`src/rtl/store_commit_queue_if.sv`:
```
// Store commit queue bus bundle.
// Groups the LSU allocate port, the commit-stage handshake, the flush strobe and the
// D$ write request port.
//   slave  : the queue itself (takes LSU/commit/flush/grant, drives ready/status/request)
//   master : the surrounding pipeline and D$ (drives stores, commits, flush and grant)
interface store_commit_queue_if #(
  parameter int unsigned PLEN = 56,
  parameter int unsigned XLEN = 64
) ();
  // Speculative entries are discarded; committed entries are not.
  logic              flush_i;
  // LSU allocate port
  logic              valid_i;
  logic              ready_o;
  logic [PLEN-1:0]   paddr_i;
  logic [XLEN-1:0]   data_i;
  logic [XLEN/8-1:0] be_i;
  // Commit-stage handshake and status
  logic              commit_i;
  logic              commit_ready_o;
  logic              no_st_pending_o;
  // D$ write request port
  logic              req_o;
  logic              gnt_i;
  logic [PLEN-1:0]   addr_o;
  logic [XLEN-1:0]   wdata_o;
  logic [XLEN/8-1:0] be_o;

  modport slave (
    input  flush_i, valid_i, paddr_i, data_i, be_i, commit_i, gnt_i,
    output ready_o, commit_ready_o, no_st_pending_o, req_o, addr_o, wdata_o, be_o
  );

  modport master (
    output flush_i, valid_i, paddr_i, data_i, be_i, commit_i, gnt_i,
    input  ready_o, commit_ready_o, no_st_pending_o, req_o, addr_o, wdata_o, be_o
  );
endinterface

```
`src/rtl/store_commit_queue.sv`:
```
// Store commit queue: buffers stores between execution and the data cache.
// Stores enter as speculative entries, are promoted to committed in order by the
// commit stage, and committed entries drain in order to the D$ request port.
// Ports:
//   clk_i   : clock
//   rst_ni  : asynchronous active-low reset
//   bus     : store_commit_queue_if.slave (allocate, commit, flush, D$ request)
// Entries live in a circular array split by three pointers:
//   [rd_ptr, cm_ptr) committed, awaiting the D$
//   [cm_ptr, wr_ptr) speculative, awaiting commit
// All outputs are functions of registered state only.
module store_commit_queue #(
  parameter int unsigned DEPTH = 4,
  parameter int unsigned PLEN  = 56,
  parameter int unsigned XLEN  = 64
) (
  input  logic                  clk_i,
  input  logic                  rst_ni,
  store_commit_queue_if.slave   bus
);
  localparam int unsigned PtrW = $clog2(DEPTH);
  localparam int unsigned CntW = PtrW + 1;
  localparam int unsigned BeW  = XLEN / 8;

  logic [PLEN-1:0] paddr_q [DEPTH];
  logic [XLEN-1:0] data_q  [DEPTH];
  logic [BeW-1:0]  be_q    [DEPTH];

  logic [PtrW-1:0] rd_ptr_q, rd_ptr_d;
  logic [PtrW-1:0] cm_ptr_q, cm_ptr_d;
  logic [PtrW-1:0] wr_ptr_q, wr_ptr_d;
  logic [CntW-1:0] n_commit_q, n_commit_d;
  logic [CntW-1:0] n_spec_q, n_spec_d;

  logic [CntW-1:0] occupancy;
  logic            ready;
  logic            commit_ready;
  logic            req;
  logic            do_alloc;
  logic            do_commit;
  logic            do_drain;

  // Occupancy never exceeds DEPTH, so the sum fits in CntW bits.
  assign occupancy    = n_commit_q + n_spec_q;
  assign ready        = occupancy < CntW'(DEPTH);
  assign commit_ready = n_spec_q != '0;
  assign req          = n_commit_q != '0;

  assign bus.ready_o         = ready;
  assign bus.commit_ready_o  = commit_ready;
  assign bus.req_o           = req;
  assign bus.no_st_pending_o = ~req;
  assign bus.addr_o          = paddr_q[rd_ptr_q];
  assign bus.wdata_o         = data_q[rd_ptr_q];
  assign bus.be_o            = be_q[rd_ptr_q];

  // A store arriving in a flush cycle is speculative by definition, so it is dropped.
  assign do_alloc  = bus.valid_i & ready & ~bus.flush_i;
  assign do_commit = bus.commit_i & commit_ready;
  assign do_drain  = req & bus.gnt_i;

  always_comb begin
    rd_ptr_d   = rd_ptr_q;
    cm_ptr_d   = cm_ptr_q;
    wr_ptr_d   = wr_ptr_q;
    n_commit_d = n_commit_q;
    n_spec_d   = n_spec_q;

    if (do_alloc) begin
      wr_ptr_d = wr_ptr_q + PtrW'(1);
      n_spec_d = n_spec_d + CntW'(1);
    end
    if (do_commit) begin
      cm_ptr_d   = cm_ptr_q + PtrW'(1);
      n_spec_d   = n_spec_d - CntW'(1);
      n_commit_d = n_commit_d + CntW'(1);
    end
    if (do_drain) begin
      rd_ptr_d   = rd_ptr_q + PtrW'(1);
      n_commit_d = n_commit_d - CntW'(1);
    end
    // Flush acts after commit: a store committed this cycle stays committed, and the
    // allocate pointer snaps back to the post-commit boundary.
    if (bus.flush_i) begin
      wr_ptr_d = cm_ptr_d;
      n_spec_d = '0;
    end
  end

  always_ff @(posedge clk_i or negedge rst_ni) begin
    if (!rst_ni) begin
      rd_ptr_q   <= '0;
      cm_ptr_q   <= '0;
      wr_ptr_q   <= '0;
      n_commit_q <= '0;
      n_spec_q   <= '0;
    end else begin
      rd_ptr_q   <= rd_ptr_d;
      cm_ptr_q   <= cm_ptr_d;
      wr_ptr_q   <= wr_ptr_d;
      n_commit_q <= n_commit_d;
      n_spec_q   <= n_spec_d;
    end
  end

  // Entry contents need no reset; only the pointers decide what is valid.
  always_ff @(posedge clk_i) begin
    if (do_alloc) begin
      paddr_q[wr_ptr_q] <= bus.paddr_i;
      data_q[wr_ptr_q]  <= bus.data_i;
      be_q[wr_ptr_q]    <= bus.be_i;
    end
  end

  // The datapath ignores these protocol violations, so they are reported, not fatal.
  a_commit_when_empty: assert property (
    @(posedge clk_i) disable iff (!rst_ni) bus.commit_i |-> commit_ready
  ) else $warning("commit_i with no speculative entry; ignored");

  a_valid_when_full: assert property (
    @(posedge clk_i) disable iff (!rst_ni) bus.valid_i |-> ready
  ) else $warning("valid_i while queue full; store ignored");

endmodule

```
`src/flat_wrapper.sv`:
```
// flat-port wrapper written by rule: the top's interface ports become plain ports
module store_commit_queue_flat 
#(
  parameter int unsigned DEPTH = 4,
  parameter int unsigned PLEN  = 56,
  parameter int unsigned XLEN  = 64
)
  (clk_i, rst_ni, bus_flush_i, bus_valid_i, bus_paddr_i, bus_data_i, bus_be_i, bus_commit_i, bus_gnt_i, bus_ready_o, bus_commit_ready_o, bus_no_st_pending_o, bus_req_o, bus_addr_o, bus_wdata_o, bus_be_o);
  store_commit_queue_if #(.PLEN(PLEN), .XLEN(XLEN)) bus_i ();
  input  logic clk_i;
  input  logic rst_ni;
  input wire logic [$bits(bus_i.flush_i)-1:0] bus_flush_i;
  input wire logic [$bits(bus_i.valid_i)-1:0] bus_valid_i;
  input wire logic [$bits(bus_i.paddr_i)-1:0] bus_paddr_i;
  input wire logic [$bits(bus_i.data_i)-1:0] bus_data_i;
  input wire logic [$bits(bus_i.be_i)-1:0] bus_be_i;
  input wire logic [$bits(bus_i.commit_i)-1:0] bus_commit_i;
  input wire logic [$bits(bus_i.gnt_i)-1:0] bus_gnt_i;
  output wire logic [$bits(bus_i.ready_o)-1:0] bus_ready_o;
  output wire logic [$bits(bus_i.commit_ready_o)-1:0] bus_commit_ready_o;
  output wire logic [$bits(bus_i.no_st_pending_o)-1:0] bus_no_st_pending_o;
  output wire logic [$bits(bus_i.req_o)-1:0] bus_req_o;
  output wire logic [$bits(bus_i.addr_o)-1:0] bus_addr_o;
  output wire logic [$bits(bus_i.wdata_o)-1:0] bus_wdata_o;
  output wire logic [$bits(bus_i.be_o)-1:0] bus_be_o;
  assign bus_i.flush_i = bus_flush_i;
  assign bus_i.valid_i = bus_valid_i;
  assign bus_i.paddr_i = bus_paddr_i;
  assign bus_i.data_i = bus_data_i;
  assign bus_i.be_i = bus_be_i;
  assign bus_i.commit_i = bus_commit_i;
  assign bus_i.gnt_i = bus_gnt_i;
  assign bus_ready_o = bus_i.ready_o;
  assign bus_commit_ready_o = bus_i.commit_ready_o;
  assign bus_no_st_pending_o = bus_i.no_st_pending_o;
  assign bus_req_o = bus_i.req_o;
  assign bus_addr_o = bus_i.addr_o;
  assign bus_wdata_o = bus_i.wdata_o;
  assign bus_be_o = bus_i.be_o;
  store_commit_queue #(.DEPTH(DEPTH), .PLEN(PLEN), .XLEN(XLEN)) u_core (.clk_i(clk_i), .rst_ni(rst_ni), .bus(bus_i));
endmodule
```
`config.mk`:
```
export PLATFORM = sky130hd
export DESIGN_NAME = store_commit_queue_flat
export DESIGN_NICKNAME = d
export VERILOG_FILES = /design/src/rtl/store_commit_queue_if.sv /design/src/rtl/store_commit_queue.sv /design/src/flat_wrapper.sv
export SDC_FILE = /design/constraint.sdc
export NUM_CORES = 1
export LEC_CHECK = 0
export CAP_MARGIN = 10
export CORE_ASPECT_RATIO = 1.5
export CORE_MARGIN = 4
export CORE_UTILIZATION = 35
export CTS_CLUSTER_DIAMETER = 40
export DETAILED_ROUTE_END_ITERATION = 8
export SLEW_MARGIN = 10
export SYNTH_ARGS = -nofsm -noshare
export SYNTH_HDL_FRONTEND = slang
export SYNTH_SLANG_ARGS = --single-unit
export TNS_END_PERCENT = 30
```
`constraint.sdc`:
```
create_clock -name clk_i -period 10 [get_ports clk_i]
set_input_delay 1 -clock clk_i [delete_from_list [all_inputs] [get_ports clk_i]]
set_output_delay 1 -clock clk_i [all_outputs]
set_load 0.05 [all_outputs]
```
; ---- Word level (Yosys, flattened, before mapping)
; Memories as Yosys holds them, arrays and structs flattened.
; Cells that the tools add are included.
[op_classes]
n_addsub = 8
n_mul = 0
div_mod_pow = 0
n_lt_le_gt_ge = 1
eq_ne = 0
n_shift = 0
n_mux = 10
n_bitwise = 6
reduce_logical = 3
[ops]
columns = op, count
row1 = 3-bit 2-to-1 mux, 5
row2 = 2-bit by 1-bit adder with 2-bit output (second input constant), 3
row3 = 3-bit by 1-bit adder with 3-bit output (second input constant), 2
row4 = 2-bit 2-to-1 mux, 3
row5 = 3-bit nonzero test, 2
row6 = 3-bit by 1-bit subtractor with 3-bit output (second input constant), 2
row7 = 1-bit AND, 4
row8 = 3-bit adder, 1
row9 = 3-bit less-than comparator (second input constant), 1
row10 = 1-bit 2-to-1 mux, 2
row11 = 1-bit inverter, 2
row12 = 2-bit nonzero test, 1
[word_totals]
ff_bits = 12
latchBits = 0
ram_bits = 512
romBits = 0
input_bits = 134
output_inout_bits = 132
word_cells = 36
memories = 3
[memory_table]
columns = memory, depth, word_bits, rd, rd_ports_with_merged_regs, wr, line
row1 = u_core.data_q, 4, 64, 1, 0, 1, store_commit_queue.sv:26  ; logic [XLEN-1:0] data_q [DEPTH];
row2 = u_core.paddr_q, 4, 56, 1, 0, 1, store_commit_queue.sv:25  ; logic [PLEN-1:0] paddr_q [DEPTH];
row3 = u_core.be_q, 4, 8, 1, 0, 1, store_commit_queue.sv:27  ; logic [BeW-1:0] be_q [DEPTH];

; ---- Longest topological paths before layout
; Gate-level depths: netlist of the first run.
[logic_depth]
depth_word = 8
ltp_mapped = 11
mapped_depth_nobuf = 10

; ---- Worst setup path before layout of the first run
; OpenSTA, ideal clock, no wires.
[synth_timing]
path_kind = input port to flip-flop
from = input bus_valid_i
to = memory u_core.be_q[0][0] in the netlist's numbering, enable pin
setup_ps = 503
arrival_time_ps = 4364
required_ps = 9497
setup_slack_ps = 5133
path_stages = 3
path_buffers = 1
cell_sequence = nor2b_1 clkbuf_1 and3_1
[synth_via]
elab_chain_cells = 4
[synth_rtl]
columns = item, line
row1 = from (decl), flat_wrapper.sv:13  ; input wire logic [$bits(bus_i.valid_i)-1:0] bus_valid_i;
row2 = 1-bit AND (2 in a row), store_commit_queue.sv:58  ; assign do_alloc = bus.valid_i & ready & ~bus.flush_i;
row3 = 1-bit 2-to-1 mux, store_commit_queue.sv:108  ; if (do_alloc) begin
row4 = 1-bit 2-to-1 mux (not written as such), store_commit_queue.sv:111  ; be_q[wr_ptr_q] <= bus.be_i;
row5 = to (decl), store_commit_queue.sv:27
; No other way between the ends.

; ---- Worst setup path after layout of the first run
[layout_timing]
from = register u_core.rd_ptr_q[1]
to = output bus_be_o[1]
[layout_via]
elab_chain_cells = 1
[layout_rtl]
columns = item, line
row1 = from (decl), store_commit_queue.sv:29  ; logic [PtrW-1:0] rd_ptr_q, rd_ptr_d;
row2 = from (signal assigned), store_commit_queue.sv:98  ; rd_ptr_q <= rd_ptr_d;
row3 = memory read 4 x 8 bit, -
row4 = to (decl), flat_wrapper.sv:25  ; output wire logic [$bits(bus_i.be_o)-1:0] bus_be_o;
; No other way between the ends.

==> metrics.txt, run 1 <==
CTS tree built; CTS Hold Buffers Added 0; Max Fclk 201 MHz; Hold Violations, Final 0; largest net degree at the start of global routing 67; cell internal pwr 0.00505 W; Unique masters post-synth 32; top cell type's share of synthesized area 79.7%; EDFF count, synth 512; Non-Filler Instances 1797; Most used DFF post-synth edfxtp_1; Post-Syn Area per Cell 25.4 um^2; Layout Nets 1201; Yosys top cell by area edfxtp_1; Sw Share 36.7%; Clock Root Buffer clkbuf_16; number of placed I/O pins 266; RSZ-0062 raised after global routing no; clk sinks 524; setup bufs post-CTS 0; Synth top cells by count edfxtp_1 (512), mux4_2 (128), buf_2 (17), clkbuf_1 (13), dfrtp_1 (12); P_sw 0.00293 W; run status complete, no violations; total number of vias 8712; DRC 0; Skew-Pair Late Insertion Delay 570 ps; final setup vio count 0; maximum vdd drop 207 uV; Clk pwr share 25.5%; hold crit path type flop to flop; Clk pin slew, worst setup/hold paths 60 ps; GPL Wtd Cong 0.703; P_leak 7.85 nW; DP Wirelength 24.0 mm; Syn Nets 904; worst hold margin 500 ps; Row Count 105; crit path kind flop to primary output; DP Area 22800 um^2; WP data required 9000 ps; dpl cells 1694; post_cts resized 0; vias in the first global route 9653; share of the yosys chip area belonging to registers 81.2%; Overall Global Routing Usage 13.6%; Crit. End Element primary output; synth top area cells edfxtp_1 (80%), mux4_2 (15%), dfrtp_1 (1.6%); post-route ant nets 0; max-slew violations 0; Iteration-0 DRC Markers 336; Syn-to-layout area delta 27.5%; max-cap viol count 0; antenna violations before repair 5; Pre-antenna DRT Iters 4; Die X 200 um; core area 54700 um^2; Via density 4.85; Cell Pwr Density 324 nW/um^2; first-pass GRT wire length 60.1 mm; Finished Cell Area 24600 um^2; Tmin final 4970 ps; Yosys Warn Count 0; logic gate share of total power 38.6%; initial core utilization 35.3%; final setup TNS 0 ps; layout cells sized above 1 21.1%; Arrival @ worst endpoint 3970 ps; overall die height 296 um; Async S/R FF share, synth 2.29%; Fillers 4680; worst-path fanout max 66; Mapped Area 19300 um^2; flops & latches, synth 524; CTS Buffer Depth 3; sequential share of power 35.9%; die area 59000 um^2; actual slew at the worst max-slew pin 1140 ps; most common cell in the netlist edfxtp_1; max_slew headroom 24.0%; CTS buffer count 55; crit path launch type flop; Mapped Cells 759; H-tree depth 2; final worst-path cycle share 49.7%; Worst Skew 12.4 ps; overall routed net length 40.6 mm; port bufs 265; GR Overflow Total 0; WL/cell 22.6 um
path summary, 6_finish.rpt:
kind                                  endpoint  slack [ps]          startpoint  cells past startpoint
hold reg to reg             u_core.cm_ptr_q[1]         500  u_core.cm_ptr_q[1]                      1
hold / removal              u_core.cm_ptr_q[1]         500  u_core.cm_ptr_q[1]                      1
max in group asynchronous   u_core.rd_ptr_q[1]        8710              rst_ni                      1
setup / recovery                   bus_be_o[1]        5030  u_core.rd_ptr_q[1]                      3
setup reg to reg           u_core.data_q[1][0]        6200  u_core.n_spec_q[1]                      5
min in group asynchronous   u_core.cm_ptr_q[1]         820              rst_ni                      1
cells in the final DEF (no fill, tap or decap), drive strengths merged, types with 3 or more instances in the layout:
cell type      synthesis  final
nand3                  4      4
ha                    11     11
clkbuf                13     64
clkinvlp               0      3
inv                    7     13
a21oi                  7      7
nand2                  3      3
buf                   21      9
nor2                   3      3
bufinv                 0      6
xnor2                 10     10
edfxtp               512    512
dfrtp                 12     12
and3                   5      5
clkinv                 0     22
mux2i                  3      3
clkdlybuf4s50          0    265
mux4                 128    128
layout make-up:
class / count / area (um^2) / area share [%]
clock inverters: 37 / 388 / 1.58
repair buffers: 274 / 2720 / 11.1
well taps: 695 / 870 / 3.53
clock buffers: 64 / 1450 / 5.90
diodes: 2 / 5.00 / 0.0203
flip-flops and latches: 524 / 15700 / 63.7
multi-input cells: 194 / 3460 / 14.1
inverters: 7 / 26.3 / 0.107
routing by layer:
metal / GRT usage (%) / routed length, um
met1: 16.5 / 15600
met2: 24.2 / 21800
met3: 3.03 / 2160
met4: 4.19 / 1110
met5: 0 / 41
worst max-delay path: stages (launching register included):
cell             delay (ps)
dfrtp_4                1130
buf_4                   920
mux4_2                  370
clkdlybuf4s50_1         870
kinds of logic after synthesis:
logic type | synth area share, %
compound gates | 0.642
xor+xnor | 0.694
fa+ha+maj | 0.713
buf+inv | 0.947
flops | 81.2
mux | 15.2
simple gates | 0.622
sequential cells by signal (all words and copies together), names as in the netlist:
name and flops:
u_core.cm_ptr_q 2, u_core.n_spec_q 3, u_core.be_q 32, u_core.wr_ptr_q 2
u_core.paddr_q 224, u_core.n_commit_q 3, u_core.rd_ptr_q 2, u_core.data_q 256
per-stage QoR:
stage	setup WS [ps]	total power, W	util [%]
floorplan	5130	0.00504	-
global placement	5390	0.00605	41.6
detailed placement	5300	0.00607	41.6
CTS	4850	0.00813	45.0
global route	4700	0.00832	45.0
finish	5030	0.00798	45.0
power by group through the flow:
| stage | clock network, W | logic, W | registers (W) |
|---|---|---|---|
| 5_1_grt | 0.00219 | 0.00323 | 0.00290 |
| 3_3_place_gp | 0 | 0.00314 | 0.00291 |
| 3_5_place_dp | 0 | 0.00314 | 0.00293 |
| 6_report | 0.00204 | 0.00308 | 0.00286 |
| 4_1_cts | 0.00210 | 0.00315 | 0.00288 |
| 2_1_floorplan | 0 | 0.00225 | 0.00280 |
Power figures use the tool's default switching activity.
==> run 2, diff against run 1 <==
==> constraint.sdc (replaced) <==
create_clock -name clk_i -period 4 [get_ports clk_i]
set_input_delay 0.4 -clock clk_i [delete_from_list [all_inputs] [get_ports clk_i]]
set_output_delay 0.4 -clock clk_i [all_outputs]
set_load 0.05 [all_outputs]
==> run 2 against run 1 <==
Wire length grew 2.9%. Sequential share of layout area fell by 1.1 points. Core utilization is 0.81 points higher. Critical endpoint is now bus_be_o[5]. Design area increased by 1.8%.
==> metrics.txt, run 2 (synthesized netlist as in run 1, its figures left out) <==
Worst Skew 18.4 ps (+6.01 ps); Non-Filler Instances 1831 (+1.9%); GR Overflow Total 0 (unchanged); CP startpoint u_core.rd_ptr_q[0]; Hold Violations, Final 0 (unchanged); hold crit path type input pin to asynchronous set/reset pin; Cell Pwr Density 810 nW/um^2 (+150%); Overall Global Routing Usage 14.1% (+0.49 points); Pre-antenna DRT Iters 6 (+2); final setup TNS 0 ps (unchanged); number of placed I/O pins 266 (unchanged); WL/cell 22.8 um (+0.98%); H-tree depth 2 (unchanged); Clock Root Buffer clkbuf_16; die area 59000 um^2 (unchanged); initial core utilization 35.3% (unchanged); crit path launch type flop; DRC 0 (unchanged); P_leak 8.02 nW (+2.3%); Skew-Pair Late Insertion Delay 590 ps (+20 ps); port bufs 265 (unchanged); overall die height 296 um (unchanged); max-cap viol count 0 (unchanged); Worst Reg2Reg Path Length in Cells 5 (unchanged); worst-path fanout max 24 (-64%); Crit. End Element primary output; largest net degree at the start of global routing 75 (+12%); Via density 4.87 (+0.55%); post_cts resized 0 (unchanged); Regs by FF count u_core.data_q x256, u_core.paddr_q x224, u_core.be_q x32; vias in the first global route 9782 (+1.3%); overall routed net length 41.8 mm (+2.9%); dpl cells 1713 (+1.1%); core area 54700 um^2 (unchanged); RSZ-0062 raised after global routing no; WP data required 3600 ps (-5400 ps); Final Util 45.8% (+0.81 points); CP max stage cell dfrtp_4; worst hold margin 177 ps (-322 ps); DP Wirelength 26.6 mm (+11%); setup bufs post-CTS 0 (unchanged); CTS buffer count 60 (+9.1%); max-slew violations 0 (unchanged); CTS Buffer Depth 3 (unchanged); Arrival @ worst endpoint 3110 ps (-860 ps); CTS Hold Buffers Added 0 (unchanged); maximum vdd drop 586 uV (+180%); Die X 200 um (unchanged); Max Fclk 285 MHz; RR Startpoint u_core.n_spec_q[1]; r2r endpoint u_core.paddr_q[1][25]; Iteration-0 DRC Markers 422 (+26%); total number of vias 8926 (+2.5%); total power 0.0203 W (+150%); slowest stage delay, CP 780 ps (-350 ps); Buf/Inv on CP 2 (unchanged); crit path kind flop to primary output; final setup vio count 0 (unchanged); Clk pin slew, worst setup/hold paths 60 ps (about the same); first-pass GRT wire length 62.2 mm (+3.5%); antenna violations before repair 7 (+2); clk sinks 524 (unchanged); GPL Wtd Cong 0.708 (+0.75%); Crit. path cell count 3 (unchanged); Worst Setup EP bus_be_o[5]; Fillers 4602 (-1.7%); Syn-to-layout area delta 29.8%; Layout Nets 1225 (+2.0%); CTS tree built; max_slew headroom 54.8% (+31 points); setup slack, reg-to-reg 1210 ps (-4990 ps); Tmin final 3510 ps; final worst-path cycle share 87.7%; most frequent cells in the layout edfxtp_1 (512), clkdlybuf4s50_1 (265), mux4_2 (128); Row Count 105 (unchanged); flip-flop and latch area 15700 um^2 (unchanged); Top reg by flops u_core.data_q; most common cell after layout, fill and taps aside edfxtp_1; max reg flops 256 (unchanged); post-route ant nets 0 (unchanged); crit-path cells buf_4, mux4_2, clkdlybuf4s50_1; run status complete, no violations; Crit path max-delay family buffers and inverters; actual slew at the worst max-slew pin 678 ps (-462 ps); layout cells sized above 1 22.9% (+1.8 points); multi-input logic area 3460 um^2 (unchanged)
==> run 2: cell types whose count changed in the layout (fill, tap and decap cells not counted) <==
cell	previous run	this run
buf_12	0	15
clkbuf_1	7	13
clkinv_2	8	2
buf_4	9	13
bufinv_16	6	2
clkbuf_16	57	61
clkinvlp_4	3	7
diode_2	2	6
inv_8	2	6
clkinv_1	10	7
clkinv_4	2	5
clkinv_8	2	4
inv_6	4	5
==> run 2: per-layer routing <==
layer	GRT usage (%)	share of wire [%]	vias to the layer above
met5	0	0.031	-
met4	5.15	2.7	2
met3	3.44	5.7	64
met2	24.4	54	264
met1	17.1	38	4676
li1	-	-	3920
==> run 2: how the worst min path moves through the flow <==
stage	startpoint	end	slack [ps]	depth (start not counted)
3_5_place_dp	u_core.cm_ptr_q[1]	u_core.cm_ptr_q[1]	480	1
3_3_place_gp	u_core.cm_ptr_q[1]	u_core.cm_ptr_q[1]	480	1
2_1_floorplan	rst_ni	u_core.cm_ptr_q[0]	100	0
6_report	rst_ni	u_core.n_spec_q[0]	180	1
5_1_grt	rst_ni	u_core.n_spec_q[0]	170	1
4_1_cts	rst_ni	u_core.n_spec_q[0]	160	1
==> run 2: through the flow <==
| step | setup WS [ps] | cell area (um^2) |
|---|---|---|
| finish | 491 | 25000 |
| global route | 272 | 25000 |
| CTS | 302 | 25000 |
| detailed placement | 956 | 23100 |
| global placement | 988 | 23100 |
| floorplan | 609 | 19300 |
==> run 2: report_power, final <==
group          switching [W]  leakage [nW]  internal [W]
Clock                0.00222         0.922       0.00300
Combinational        0.00501          2.33       0.00307
Sequential          0.000305          4.77       0.00670
==> run 2: cell type report <==
type / instances / area share [%]
antenna: 6 / 0.0599
clock buffer: 74 / 6.29
tap: 695 / 3.47
clock inverter: 38 / 1.47
timing repair buffer: 293 / 12.2
inverter: 7 / 0.105
multi-input combinational: 194 / 13.8
sequential: 524 / 62.6
==> run 3, diff against run 2 <==
--- a/config.mk
+++ b/config.mk
@@ -7,10 +7,10 @@
 export LEC_CHECK = 0
 export CAP_MARGIN = 10
 export CORE_ASPECT_RATIO = 1.5
-export CORE_MARGIN = 4
-export CORE_UTILIZATION = 35
+export CORE_UTILIZATION = 45
 export CTS_CLUSTER_DIAMETER = 40
 export DETAILED_ROUTE_END_ITERATION = 8
+export PLACE_DENSITY = 0.7
 export SLEW_MARGIN = 10
 export SYNTH_ARGS = -nofsm -noshare
 export SYNTH_HDL_FRONTEND = slang
==> run 3 against run 2 <==
Final cell count fell by 9.0%. Combinational power down 1%. Sequential share of layout area up 1.1 points. Register-to-register slack is essentially flat. Worst hold slack improved by 62 ps. Sequential power barely moved. Critical endpoint is now bus_wdata_o[15].
==> metrics.txt, run 3 (synthesized netlist as in run 1, its figures left out) <==
first-pass GRT wire length 57.5 mm (-7.5%); RSZ-0062 raised after global routing no; Iteration-0 DRC Markers 544 (+29%); Clock Root Buffer clkbuf_16; most common cell after layout, fill and taps aside edfxtp_1; dpl cells 1574 (-8.1%); Tmin final 3430 ps (-81.1 ps); overall die height 256 um (-14%); total power 0.0199 W (-1.7%); DP Wirelength 23.7 mm (-11%); post_cts resized 0 (unchanged); Via density 5.31 (+9.0%); Die X 171 um (-14%); Final Util 58.4% (+13 points); max_slew headroom 52.9% (-1.9 points); CTS tree built; Buf/Inv on CP 2 (unchanged); CTS Buffer Depth 3 (unchanged); Non-Filler Instances 1667 (-9.0%); max-slew violations 0 (unchanged); crit path kind flop to primary output; P_leak 7.91 nW (-1.5%); Arrival @ worst endpoint 3030 ps (-80 ps); crit-path cells buf_12, mux4_2, clkdlybuf4s50_1; clk sinks 524 (unchanged); Crit. End Element primary output; DRC 0 (unchanged); GPL Wtd Cong 0.738 (+4.2%); hold crit path type input pin to asynchronous set/reset pin; Syn-to-layout area delta 27.5%; max reg flops 256 (unchanged); Overall Global Routing Usage 17.9% (+3.8 points); overall routed net length 38.5 mm (-8.0%); actual slew at the worst max-slew pin 707 ps (+28.2 ps); CTS Hold Buffers Added 0 (unchanged); slowest stage delay, CP 730 ps (-50 ps); H-tree depth 2 (unchanged); Cell Pwr Density 810 nW/um^2 (about the same); CP max stage cell clkdlybuf4s50_1; Layout Nets 1207 (-1.5%); final setup TNS 0 ps (unchanged); GR Overflow Total 0 (unchanged); die area 43700 um^2 (-26%); CTS buffer count 50 (-17%); largest net degree at the start of global routing 58 (-23%); core area 42100 um^2 (-23%); setup bufs post-CTS 0 (unchanged); Crit path max-delay family buffers and inverters; Worst Skew 8.83 ps (-9.53 ps); Top reg by flops u_core.data_q; antenna violations before repair 1 (-6); max-cap viol count 0 (unchanged); maximum vdd drop 624 uV (+6.5%); WL/cell 23.1 um (+1.0%); Pre-antenna DRT Iters 4 (-2); Regs by FF count u_core.data_q x256, u_core.paddr_q x224, u_core.be_q x32; setup slack, reg-to-reg 1210 ps (about the same); initial core utilization 45.8% (+10 points); run status complete, no violations; layout cells sized above 1 21.8% (-1.1 points); WP data required 3600 ps (about the same); Row Count 92 (-12%); most frequent cells in the layout edfxtp_1 (512), clkdlybuf4s50_1 (265), mux4_2 (128); final setup vio count 0 (unchanged); Max Fclk 292 MHz (+2.4%); number of placed I/O pins 266 (unchanged); worst hold margin 239 ps (+61.6 ps); final worst-path cycle share 85.7% (-2.0 points); post-route ant nets 0 (unchanged); Skew-Pair Late Insertion Delay 560 ps (-30 ps); number of diodes 0 (-6); crit path launch type flop; Hold Violations, Final 0 (unchanged); vias in the first global route 9268 (-5.3%); port bufs 265 (unchanged); Clk pin slew, worst setup/hold paths 60 ps (about the same); worst-path fanout max 53 (+120%); total number of vias 8857 (-0.77%); Fillers 3081 (-33%)
[run 3: cell types whose count changed in the layout (fill, tap and decap cells not counted), sizes merged, moves of 4 or more]
cell    change
clkbuf     -16
inv         -4
clkinv      -4
diode       -6
bufinv      +7
buf         -8
[run 3: area by class of cell]
cell class	count	area [um^2]	share of cell area (%)
clock buffers	58	1300	5.29
well taps	564	706	2.87
clock inverters	35	445	1.81
flip-flops and latches	524	15700	63.7
inverters	7	26.3	0.107
repair buffers	285	2990	12.1
multi-input cells	194	3460	14.1
[run 3: worst paths after layout]
kind                       cells after the start                     to               start
setup reg to reg                               5  u_core.paddr_q[0][33]  u_core.n_spec_q[1]
setup / recovery                               3        bus_wdata_o[15]  u_core.rd_ptr_q[0]
max in group asynchronous                      1     u_core.rd_ptr_q[0]              rst_ni
hold reg to reg                                1     u_core.cm_ptr_q[1]  u_core.cm_ptr_q[1]
hold / removal                                 1     u_core.cm_ptr_q[1]              rst_ni
min in group clk_i                             1   u_core.paddr_q[1][8]      bus_paddr_i[8]
[run 3: where the power goes]
| part | switching, W | internal (W) | total (W) | leakage (nW) |
|---|---|---|---|---|
| Sequential | 0.000305 | 0.00669 | 0.00700 | 4.77 |
| Combinational | 0.00495 | 0.00303 | 0.00798 | 2.29 |
| Clock | 0.00201 | 0.00295 | 0.00496 | 0.847 |
[run 3: worst reg2reg max path: stages (launching register included)]
cell     delay [ps]
dfrtp_1         430
ha_1            330
a31oi_1         130
xnor2_2         500
and3_4          740
buf_12          330
[run 3: per-layer routing]
metal,wire (um),up-vias,track usage (%)
li1,-,3873,-
met2,20700,217,31.2
met4,916,2,5.65
met5,11,-,0
met1,15000,4700,22.4
met3,1760,65,3.26
[run 3: stage by stage]
step | setup slack (ps) | cell area (um^2)
after global placement | 1110 | 22900
after floorplan | 609 | 19300
after detailed placement | 1070 | 22900
after global routing | 406 | 24600
final | 572 | 24600
after CTS | 488 | 24600
